<file path="src/rtl/neuron_accumulator.sv">
// Sequential half of the neuron datapath: accumulates N_INPUTS signed products plus a
// bias per evaluation, then presents a ReLU-clipped 8-bit activation on valid/ready.
module neuron_accumulator #(
  parameter int unsigned N_INPUTS = 4,
  parameter int unsigned ACC_W    = 16
) (
  input  logic       clk,
  input  logic       rst_n,
  input  logic       in_valid,
  output logic       in_ready,
  input  logic [8:0] in_mul,
  input  logic [8:0] bias,
  output logic       out_valid,
  input  logic       out_ready,
  output logic [7:0] out_data,
  output logic       out_sat
);

  localparam int unsigned IN_W  = 9;
  localparam int unsigned CNT_W = (N_INPUTS > 2) ? $clog2(N_INPUTS) : 1;
  localparam logic [CNT_W-1:0] CNT_LAST = CNT_W'(N_INPUTS - 1);
  localparam logic signed [ACC_W-1:0] ACC_MAX = {1'b0, {(ACC_W-1){1'b1}}};
  localparam logic signed [ACC_W-1:0] ACC_MIN = {1'b1, {(ACC_W-1){1'b0}}};
  localparam logic signed [ACC_W-1:0] ACT_MAX = ACC_W'(127);
  localparam logic signed [ACC_W-1:0] ACT_ZERO = '0;

  typedef enum logic {ACCUM = 1'b0, OUTPUT = 1'b1} state_t;

  state_t                   state_q, state_d;
  logic [CNT_W-1:0]         cnt_q, cnt_d;
  logic signed [ACC_W-1:0]  acc_q, acc_d;
  logic                     out_valid_q, out_valid_d;
  logic [7:0]               out_data_q, out_data_d;
  logic                     out_sat_q, out_sat_d;

  logic                     beat;
  logic signed [ACC_W-1:0]  mul_ext;
  logic signed [ACC_W-1:0]  bias_ext;
  logic signed [ACC_W-1:0]  base;
  logic signed [ACC_W-1:0]  sum;

  // Signed add clamped to the accumulator range on overflow.
  function automatic logic signed [ACC_W-1:0] sat_add(
    input logic signed [ACC_W-1:0] a,
    input logic signed [ACC_W-1:0] b
  );
    logic signed [ACC_W:0] wide;
    wide = {a[ACC_W-1], a} + {b[ACC_W-1], b};
    if (wide[ACC_W] != wide[ACC_W-1]) begin
      sat_add = wide[ACC_W] ? ACC_MIN : ACC_MAX;
    end else begin
      sat_add = wide[ACC_W-1:0];
    end
  endfunction

  assign in_ready = (state_q == ACCUM);
  assign beat     = in_valid && in_ready;
  assign mul_ext  = {{(ACC_W-IN_W){in_mul[IN_W-1]}}, in_mul};
  assign bias_ext = {{(ACC_W-IN_W){bias[IN_W-1]}}, bias};
  // Bias enters only on the first beat, so mid-evaluation bias changes are inert.
  assign base     = (cnt_q == '0) ? bias_ext : acc_q;
  assign sum      = sat_add(base, mul_ext);

  // Next-state and registered-output logic.
  always_comb begin
    state_d     = state_q;
    cnt_d       = cnt_q;
    acc_d       = acc_q;
    out_valid_d = out_valid_q;
    out_data_d  = out_data_q;
    out_sat_d   = out_sat_q;
    unique case (state_q)
      ACCUM: begin
        if (beat) begin
          acc_d = sum;
          if (cnt_q == CNT_LAST) begin
            cnt_d       = '0;
            state_d     = OUTPUT;
            out_valid_d = 1'b1;
            out_sat_d   = (sum > ACT_MAX);
            if (sum < ACT_ZERO) begin
              out_data_d = 8'd0;
            end else if (sum > ACT_MAX) begin
              out_data_d = 8'd127;
            end else begin
              out_data_d = sum[7:0];
            end
          end else begin
            cnt_d = cnt_q + CNT_W'(1);
          end
        end
      end
      OUTPUT: begin
        if (out_ready) begin
          state_d     = ACCUM;
          out_valid_d = 1'b0;
        end
      end
      default: begin
        state_d = ACCUM;
      end
    endcase
  end

  always_ff @(posedge clk or negedge rst_n) begin
    if (!rst_n) begin
      state_q     <= ACCUM;
      cnt_q       <= '0;
      acc_q       <= '0;
      out_valid_q <= 1'b0;
      out_data_q  <= 8'd0;
      out_sat_q   <= 1'b0;
    end else begin
      state_q     <= state_d;
      cnt_q       <= cnt_d;
      acc_q       <= acc_d;
      out_valid_q <= out_valid_d;
      out_data_q  <= out_data_d;
      out_sat_q   <= out_sat_d;
    end
  end

  assign out_valid = out_valid_q;
  assign out_data  = out_data_q;
  assign out_sat   = out_sat_q;

endmodule

</file>
<file path="config.mk">
export PLATFORM = sky130hd
export DESIGN_NAME = neuron_accumulator
export DESIGN_NICKNAME = d
export VERILOG_FILES = /design/src/rtl/neuron_accumulator.sv
export SDC_FILE = /design/constraint.sdc
export NUM_CORES = 1
export LEC_CHECK = 0
export ABC_AREA = 1
export CORE_UTILIZATION = 40
export CTS_CLUSTER_DIAMETER = 30
export CTS_CLUSTER_SIZE = 8
export DETAILED_ROUTE_END_ITERATION = 6
export PLACE_DENSITY_LB_ADDON = 0.3
export SLEW_MARGIN = 20
export SYNTH_ARGS = -nofsm -noshare
export SYNTH_HDL_FRONTEND = slang
export SYNTH_SLANG_ARGS = --single-unit
</file>
<file path="constraint.sdc">
create_clock -name clk -period 4 [get_ports clk]
set_clock_uncertainty 0.2 [all_clocks]
set_input_delay 0.4 -clock clk [delete_from_list [all_inputs] [get_ports clk]]
set_output_delay 0.4 -clock clk [all_outputs]
set_load 0.02 [all_outputs]
</file>
After elaboration in Yosys (flattened, before gate mapping)
Index checks and enable logic that the tools add are counted.
{"block": "totals", "mem_bits_ro": 0, "latch_bits": 0, "register_bits": 29, "ramBits": 0, "wordCells": 35, "memories": 0, "in_bits": 22}
{"block": "op_classes", "shift": 0, "n_lt_le_gt_ge": 2, "n_addsub": 2, "bitwise": 1, "n_mux": 14, "n_reduce_logical": 5, "n_eq_ne": 5, "div": 0, "mul": 0}
{"cell": "$mux W16", "n": 3}
{"cell": "$add A16 B9 Y17", "n": 1}
{"cell": "$gt A16 B8 Y1 const B", "n": 1}
{"cell": "$lt A16 B1 Y1 const B", "n": 1}
{"cell": "$mux W8", "n": 2}
{"cell": "$mux W1", "n": 6}
{"cell": "$reduce_and A3 Y1", "n": 2}
{"cell": "$ne A2 B1 Y1 const B", "n": 2}
{"cell": "$pmux W1 S2", "n": 2}
{"cell": "$add A2 B1 Y2 const B", "n": 1}
{"cell": "$eq A2 B2 Y1 const B", "n": 1}
{"cell": "$logic_not A2 Y1", "n": 1}
{"cell": "$mux W2", "n": 1}
{"cell": "$ne A2 B2 Y1 const B", "n": 1}
{"cell": "$reduce_and A2 Y1", "n": 1}
{"cell": "$logic_and A1 B1 Y1", "n": 1}
{"cell": "$ne A1 B1 Y1", "n": 1}
{"cell": "$not A1 Y1", "n": 1}

Logic depth before layout (Yosys ltp)
Gate-level depths: netlist of the first run.
{"block": "depth", "depth_word": 8, "mapped_depth": 27}

Worst setup path before layout of the first run
Ideal clock, no wire load.
{"block": "synth_path", "path_type": "flip-flop to flip-flop", "from": "reg cnt_q[0]", "to": "reg out_data_q[0] (netlist: out_data[0])", "synth_period_minus_slack_ns": 4.090, "setup_time_ns": 0.120, "slack_ns": -0.090, "required_ns": 3.680, "n_path_buf": 2, "stages_incl_launch_ff": 28, "arrival_ns": 3.770, "path_cell_list": "dfrtp_1 -> inv_1 -> ha_1 -> clkbuf_1 -> clkinv_1 -> nor2_1 -> nor2_1 -> ha_1 -> nand2_1 -> inv_1 -> nand2_1 -> nand2_1 -> a21oi_1 -> nand2_1 -> nand2_1 -> nand2_1 -> a21oi_1 -> xor2_1 -> inv_1 -> ha_1 -> inv_1 -> buf_2 -> nand3_1 -> nand3_1 -> nor2_1 -> nand2_1 -> nand2_4 -> nand2_1"}
{"block": "synth_via", "elab_chain_len": 8, "word_cells_on_any_way": 12, "cone_classes": "1 x add/sub; 2 x order compare; 2 x eq/ne; 5 x mux; 2 x reduce/logical"}
{"element": "from (decl)", "line": "30", "rtl": "logic [CNT_W-1:0] cnt_q, cnt_d;"}
{"element": "from (signal assigned)", "line": "115", "rtl": "cnt_q <= cnt_d;"}
{"element": "$logic_not A2 Y1", "line": "61", "rtl": "assign base = (cnt_q == '0) ? bias_ext : acc_q;"}
{"element": "$mux W16", "line": "61"}
{"element": "$add A16 B9 Y17", "line": "48", "rtl": "wide = {a[ACC_W-1], a} + {b[ACC_W-1], b};"}
{"element": "$mux W16 or $ne A1 B1 Y1 (tied branches)", "line": "50, 49"}
{"element": "$mux W16", "line": "49", "rtl": "if (wide[ACC_W] != wide[ACC_W-1]) begin"}
{"element": "$gt A16 B8 Y1", "line": "83", "rtl": "end else if (sum > ACT_MAX) begin"}
{"element": "$mux W8", "line": "83"}
{"element": "$mux W8", "line": "81", "rtl": "if (sum < ACT_ZERO) begin"}
{"element": "to (signal assigned)", "line": "118", "rtl": "out_data_q <= out_data_d;"}
{"element": "to (decl)", "line": "33", "rtl": "logic [7:0] out_data_q, out_data_d;"}
Parallel ways exist; a longest one is shown, timed or not.
A chain may end at the register's enable or synchronous reset.

Final worst setup path of the first run
{"block": "layout_path", "from": "reg cnt_q[0]", "to": "reg out_data_q[4] (netlist: out_data[4])"}
The elaborated chain is that of the path after synthesis.

==> metrics, run 1 <==
status=complete, no violations; worst reg2reg path depth=26; largest net degree at the start of global routing=32; Gate Count Post-Synth=405; I/O Buffers=32; Mapped Avg Cell Area=6.225 sq um; CP Launch Type=register; initial antenna violation count=0; per-cell routed wire length=12.86 microns; Hold EP=out_data[7]; #FFs+latches synth=29; Vias/cell=5.006; crit-path leading delay family=simple AND/OR/NAND/NOR gates; number of instances in the placed design=516; critical path arrival=3.75 ns; DP Wirelength=5.252 mm; GRT overflow=0; Routed Antenna Nets=0; final setup vio count=0; Crit Path Max Fanout=8; global-route wire length before repair=10.82 mm; CTS tree=yes; Antenna Cells=0; Final Net Count=496; H-Tree Depth=2; Die X=81.39 microns; R2R Path Start=cnt_q[0]; clock slew at the register clock pins of the worst setup and hold paths=0.06 ns; Slew Limit Fails=0; die area=0.006624 sq mm; Slowest-stage cell, CP=dfrtp_1; Max Cap Viol=0; row cnt=28; Hold Startpoint=out_data[7]; Final min period=3.785 ns; Synth cell types=25; layout cell share with drive strength beyond 1=14.54%; Most common cell on crit path=nand2_1; Tcrit/Tclk final=94.62%; via count=2648; Initial Util=42.08%; kind of end point of the critical path=register; Pre-Repair DR Iteration Count=5; DRT iter0 DRCs=146; actual slew at the worst max-slew pin=0.4094 ns; hold_buf cts=0; Clock Tree Root=clkbuf_8; later-pin clock latency in the skew report=0.28 ns; Core Box Area=0.005991 sq mm; highest clock rate=0.2642 GHz; Bufs and invs on worst path=6; Longest Clk Path Bufs=2; Area Overhead vs Synth=30.12%; Total GRT Usage=21.42%; final WL=6.805 mm; critical path start-end classification=reg -> reg; I/O pin count=33; vias in the first global route=2439; Rel. slew slack=72.64%; total CTS buffers=5; worst hold path type=reg -> reg; final-layout fill cell count=592; Worst R2R End=out_data[4]; Critical Path RT=3.96 ns; Worst R2R Setup Slack=0.22 ns; die height=81.39 microns; CP max stage delay=0.40 ns; CTS sink cnt=29; Post-Syn Area=0.002521 sq mm; DRC violations left=0; total number of yosys warnings=0; Seq/Total Area, Yosys=28.78%; Placer Congestion=0.9270; WHS Path Cells=2; Cell Count, Final, Fillers Out=529; Post-Syn Nets=448; Final Hold Violating Endpoints=0
-- placed cells by master, fill, tap and decap left out, types with 5 or more instances in the layout --
cell / count
nand2_1: 149
inv_1: 63
a21oi_1: 7
clkbuf_8: 7
nor2_1: 34
nand3_1: 32
clkdlybuf4s50_1: 32
o21ai_0: 6
nand3_2: 7
a31oi_1: 8
buf_4: 15
ha_1: 14
dfrtp_1: 29
nand4_1: 5
nand2_2: 9
-- cell families (layout without fill, tap and decap cells) --
group	Yosys count	count (layout)	synth area share (%)
xor gates and xnor gates	3	3	1.042
and+or+nand+nor	252	252	41.98
adders and majority gates	21	21	10.72
DFF	29	29	28.78
buffers and inverters	75	124	12.11
AOI/OAI and AO/OA	25	25	5.360
-- sequential cells by signal, indices dropped and copies added, names as in the netlist --
name       cells
acc_q         16
cnt_q          2
out_data       8
out_sat        1
out_valid      1
state_q        1
-- metal layers --
| metal | vias up | track usage (%) | routed length [microns] |
|---|---|---|---|
| li1 | 1351 | - | - |
| met1 | 1220 | 27.63 | 3113 |
| met2 | 68 | 36.58 | 3303 |
| met3 | 9 | 3.708 | 325 |
| met4 | 0 | 5.536 | 62 |
| met5 | - | 0 | 0 |
-- worst min-delay path, cell delays in order (launching register included) --
cell and delay, ns:
dfrtp_1 0.34, nand2_1 0.05, inv_1 0.04
-- timing repair --
action                     in CTS  in global routing
pin swaps                       0                  4
gates resized for setup         1                 35
setup endpoints to repair       7                 22
setup buffers                   0                  5
-- how the worst max path moves through the flow --
stage / start / endpoint / slack, ns / depth (start not counted)
detailed placement: bias[8] / out_data[4] / -0.04 / 23
finish: cnt_q[0] / out_data[4] / 0.22 / 26
CTS: cnt_q[0] / out_data[4] / 0.04 / 25
floorplan: cnt_q[0] / out_data[0] / 0.0002 / 27
global route: cnt_q[0] / out_data[4] / -0.02 / 26
global placement: bias[8] / out_data[3] / 0.04 / 23
-- metrics by stage --
step	hold WS, ns	worst slack [ns]	utilization [%]	TNS [ns]	instance area, sq um
3_5_place_dp	0.2520	-0.04322	49.71	-0.2298	2978
4_1_cts	0.2688	0.03906	51.48	0	3084
5_1_grt	0.3068	-0.02003	54.76	-0.03300	3281
3_3_place_gp	0.2515	0.04279	49.71	0	2978
2_1_floorplan	-0.09559	0.0001641	-	0	2524
6_report	0.2630	0.2151	54.76	0	3281
-- synth_stat cells --
| cell | count | area [sq um] |
|---|---|---|
| nand3_1 | 39 | 195.2 |
| o21ai_0 | 7 | 35.03 |
| nor2_1 | 38 | 142.6 |
| and3_1 | 1 | 6.260 |
| ha_1 | 20 | 250.2 |
| nor2_2 | 1 | 6.260 |
| clkbuf_1 | 5 | 18.77 |
| buf_2 | 1 | 5.000 |
| nand2_2 | 4 | 25.02 |
| a21oi_1 | 10 | 50.05 |
| xor2_1 | 2 | 17.52 |
| inv_1 | 65 | 244.0 |
| nand2_4 | 1 | 11.26 |
| xnor2_1 | 1 | 8.760 |
| or2_2 | 4 | 25.02 |
| a31oi_1 | 8 | 50.05 |
| nand3_2 | 1 | 10.01 |
| fa_1 | 1 | 20.02 |
| nand3b_1 | 2 | 15.01 |
| dfrtp_1 | 29 | 725.7 |
| nand4_1 | 5 | 31.28 |
| and2_1 | 2 | 12.51 |
| nand2_1 | 154 | 578.1 |
| clkinv_1 | 1 | 3.750 |
| buf_6 | 3 | 33.78 |
-- layout make-up --
class | instances | area (sq um) | share of cell area (%)
Multi-Input combinational cell | 301 | 1634 | 49.81
Tap cell | 75 | 93.84 | 2.860
Sequential cell | 29 | 725.7 | 22.12
Clock buffer | 7 | 96.34 | 2.937
Inverter | 66 | 250.2 | 7.628
Timing Repair Buffer | 50 | 475.5 | 14.49
Clock inverter | 1 | 5.005 | 0.1526
Power of run 1 is left out: the tool's default activity adds up to more than one toggle a clock period on the data nets, which glitch-free logic cannot reach.
==> run 2, diff against run 1 <==
--- a/config.mk
+++ b/config.mk
@@ -7,6 +7,7 @@
 export LEC_CHECK = 0
 export ABC_AREA = 1
 export CORE_UTILIZATION = 40
+export CTS_BUF_LIST = sky130_fd_sc_hd__clkbuf_16
 export CTS_CLUSTER_DIAMETER = 30
 export CTS_CLUSTER_SIZE = 8
 export DETAILED_ROUTE_END_ITERATION = 6
==> run 2 against run 1 <==
Compared with the run above: setup slack improved by 0.031 ns; register-to-register slack improved by 0.03 ns; worst hold slack worse by 0.0017 ns; global-route usage about the same; flip-flop and latch count did not move; sequential share of layout area shrank 0.050 points; critical path depth unchanged; non-clock buffer count grew 1; first-iteration DRC count grew 28%; highest routed layer unchanged.
==> metrics, run 2 (synthesis gave the netlist of run 1 again) <==
per-cell routed wire length=12.77 microns; global-route wire length before repair=10.76 mm; highest clock rate=0.2664 GHz; DP Wirelength=5.252 mm; Total GRT Usage=21.40%; final-layout fill cell count=592; Final min period=3.754 ns; largest net degree at the start of global routing=32; CTS tree=yes; Rel. slew slack=73.59%; Vias/cell=4.877; Routed Antenna Nets=0; final setup vio count=0; CP max stage delay=0.40 ns; die height=81.39 microns; CP Launch Type=register; post-layout instance area=0.003288 sq mm; Biggest register=acc_q; Core Box Area=0.005991 sq mm; hold_buf cts=0; Max Cap Viol=0; Area after DPL=0.002978 sq mm; Longest Clk Path Bufs=2; Placer Congestion=0.9270; vias in the first global route=2410; Critical Path RT=3.96 ns; Final Net Count=497; row cnt=28; initial antenna violation count=0; H-Tree Depth=2; final WL=6.768 mm; Clock Tree Root=clkbuf_16; Slowest-stage cell, CP=dfrtp_1; layout cell share with drive strength beyond 1=13.63%; Most common cell on crit path=nand2_1; Multi-input gate area=0.001607 sq mm; worst hold path type=reg -> reg; clock slew at the register clock pins of the worst setup and hold paths=0.05 ns; status=complete, no violations; most frequent cells in the layout=nand2_1, inv_1, nor2_1; RSZ-0062 raised after global routing=true; die area=0.006624 sq mm; Final Hold Violating Endpoints=0; Initial Util=42.08%; GRT overflow=0; total CTS buffers=5; CTS sink cnt=29; final core area utilization=54.89%; actual slew at the worst max-slew pin=0.3952 ns; critical path arrival=3.71 ns; commonest non-fill, non-tap cell in the layout=nand2_1; Die X=81.39 microns; Antenna Cells=0; max reg flops=16; I/O pin count=33; Crit Path Max Fanout=8; I/O Buffers=32; Pre-Repair DR Iteration Count=4; later-pin clock latency in the skew report=0.27 ns; via count=2585; DRC violations left=0; Tcrit/Tclk final=93.86%; kind of end point of the critical path=register; Sequential Area=725.7 sq um; Slew Limit Fails=0; Area Overhead vs Synth=30.42%; critical path start-end classification=reg -> reg; DRT iter0 DRCs=187
run 2: changes by cell type in the layout (fill, tap and decap cells not counted), moves of 2 or more:
cell / delta
clkbuf_16: +5
inv_1: -2
clkinv_1: +2
clkbuf_8: -7
inv_2: +3
nand2_1: +2
nand2_2: -2
run 2: final cells by class:
cell class / instances / share of cell area (%)
Clock buffer: 5 / 3.805
Inverter: 66 / 7.534
Timing Repair Buffer: 51 / 14.50
Sequential cell: 29 / 22.07
Multi-Input combinational cell: 301 / 48.86
Clock inverter: 3 / 0.3805
Tap cell: 75 / 2.854
run 2: final timing paths:
| check | endpoint | depth (start not counted) | startpoint | slack, ns |
|---|---|---|---|---|
| worst max-delay path | out_data[4] | 26 | cnt_q[0] | 0.25 |
| worst min-delay path | out_data[7] | 2 | out_data[7] | 0.26 |
| worst max register to register | out_data[4] | 26 | cnt_q[0] | 0.25 |
| worst min register to register | out_data[7] | 2 | out_data[7] | 0.26 |
| max in group asynchronous | acc_q[9] | 2 | rst_n | 3.01 |
| min in group asynchronous | state_q | 2 | rst_n | 0.31 |
run 2: critical path, delay by kind of cell, from the launching register on:
kind            cells  cell delay, ns
simple gates       14            1.26
fa+ha+maj           3            0.69
buf+inv             6            0.60
flops               1            0.40
compound gates      2            0.28
xor+xnor            1            0.21
run 2: timing repair:
action,4_1_cts,5_1_grt
setup buffers,0,5
cloned,0,1
resized for setup,1,29
pin swaps,0,5
setup endpoints to repair,7,23
run 2: per-layer routing:
| layer | GRT usage, % | vias to the layer above | wire length, microns |
|---|---|---|---|
| met3 | 3.596 | 6 | 331 |
| met2 | 36.50 | 64 | 3250 |
| met5 | 0 | - | 0 |
| met4 | 5.357 | 0 | 53 |
| li1 | - | 1355 | - |
| met1 | 27.77 | 1160 | 3133 |
run 2: through the flow:
step           worst slack (ns)   TNS, ns  cells  hold slack [ns]
5_1_grt                -0.01660  -0.05694    530           0.3034
4_1_cts                 0.03842         0    524           0.2655
2_1_floorplan         0.0001641         0    405         -0.09559
6_report                 0.2457         0    530           0.2613
3_3_place_gp            0.04279         0    516           0.2515
3_5_place_dp           -0.04322   -0.2298    516           0.2520
Power of run 2 is left out for the same reason.
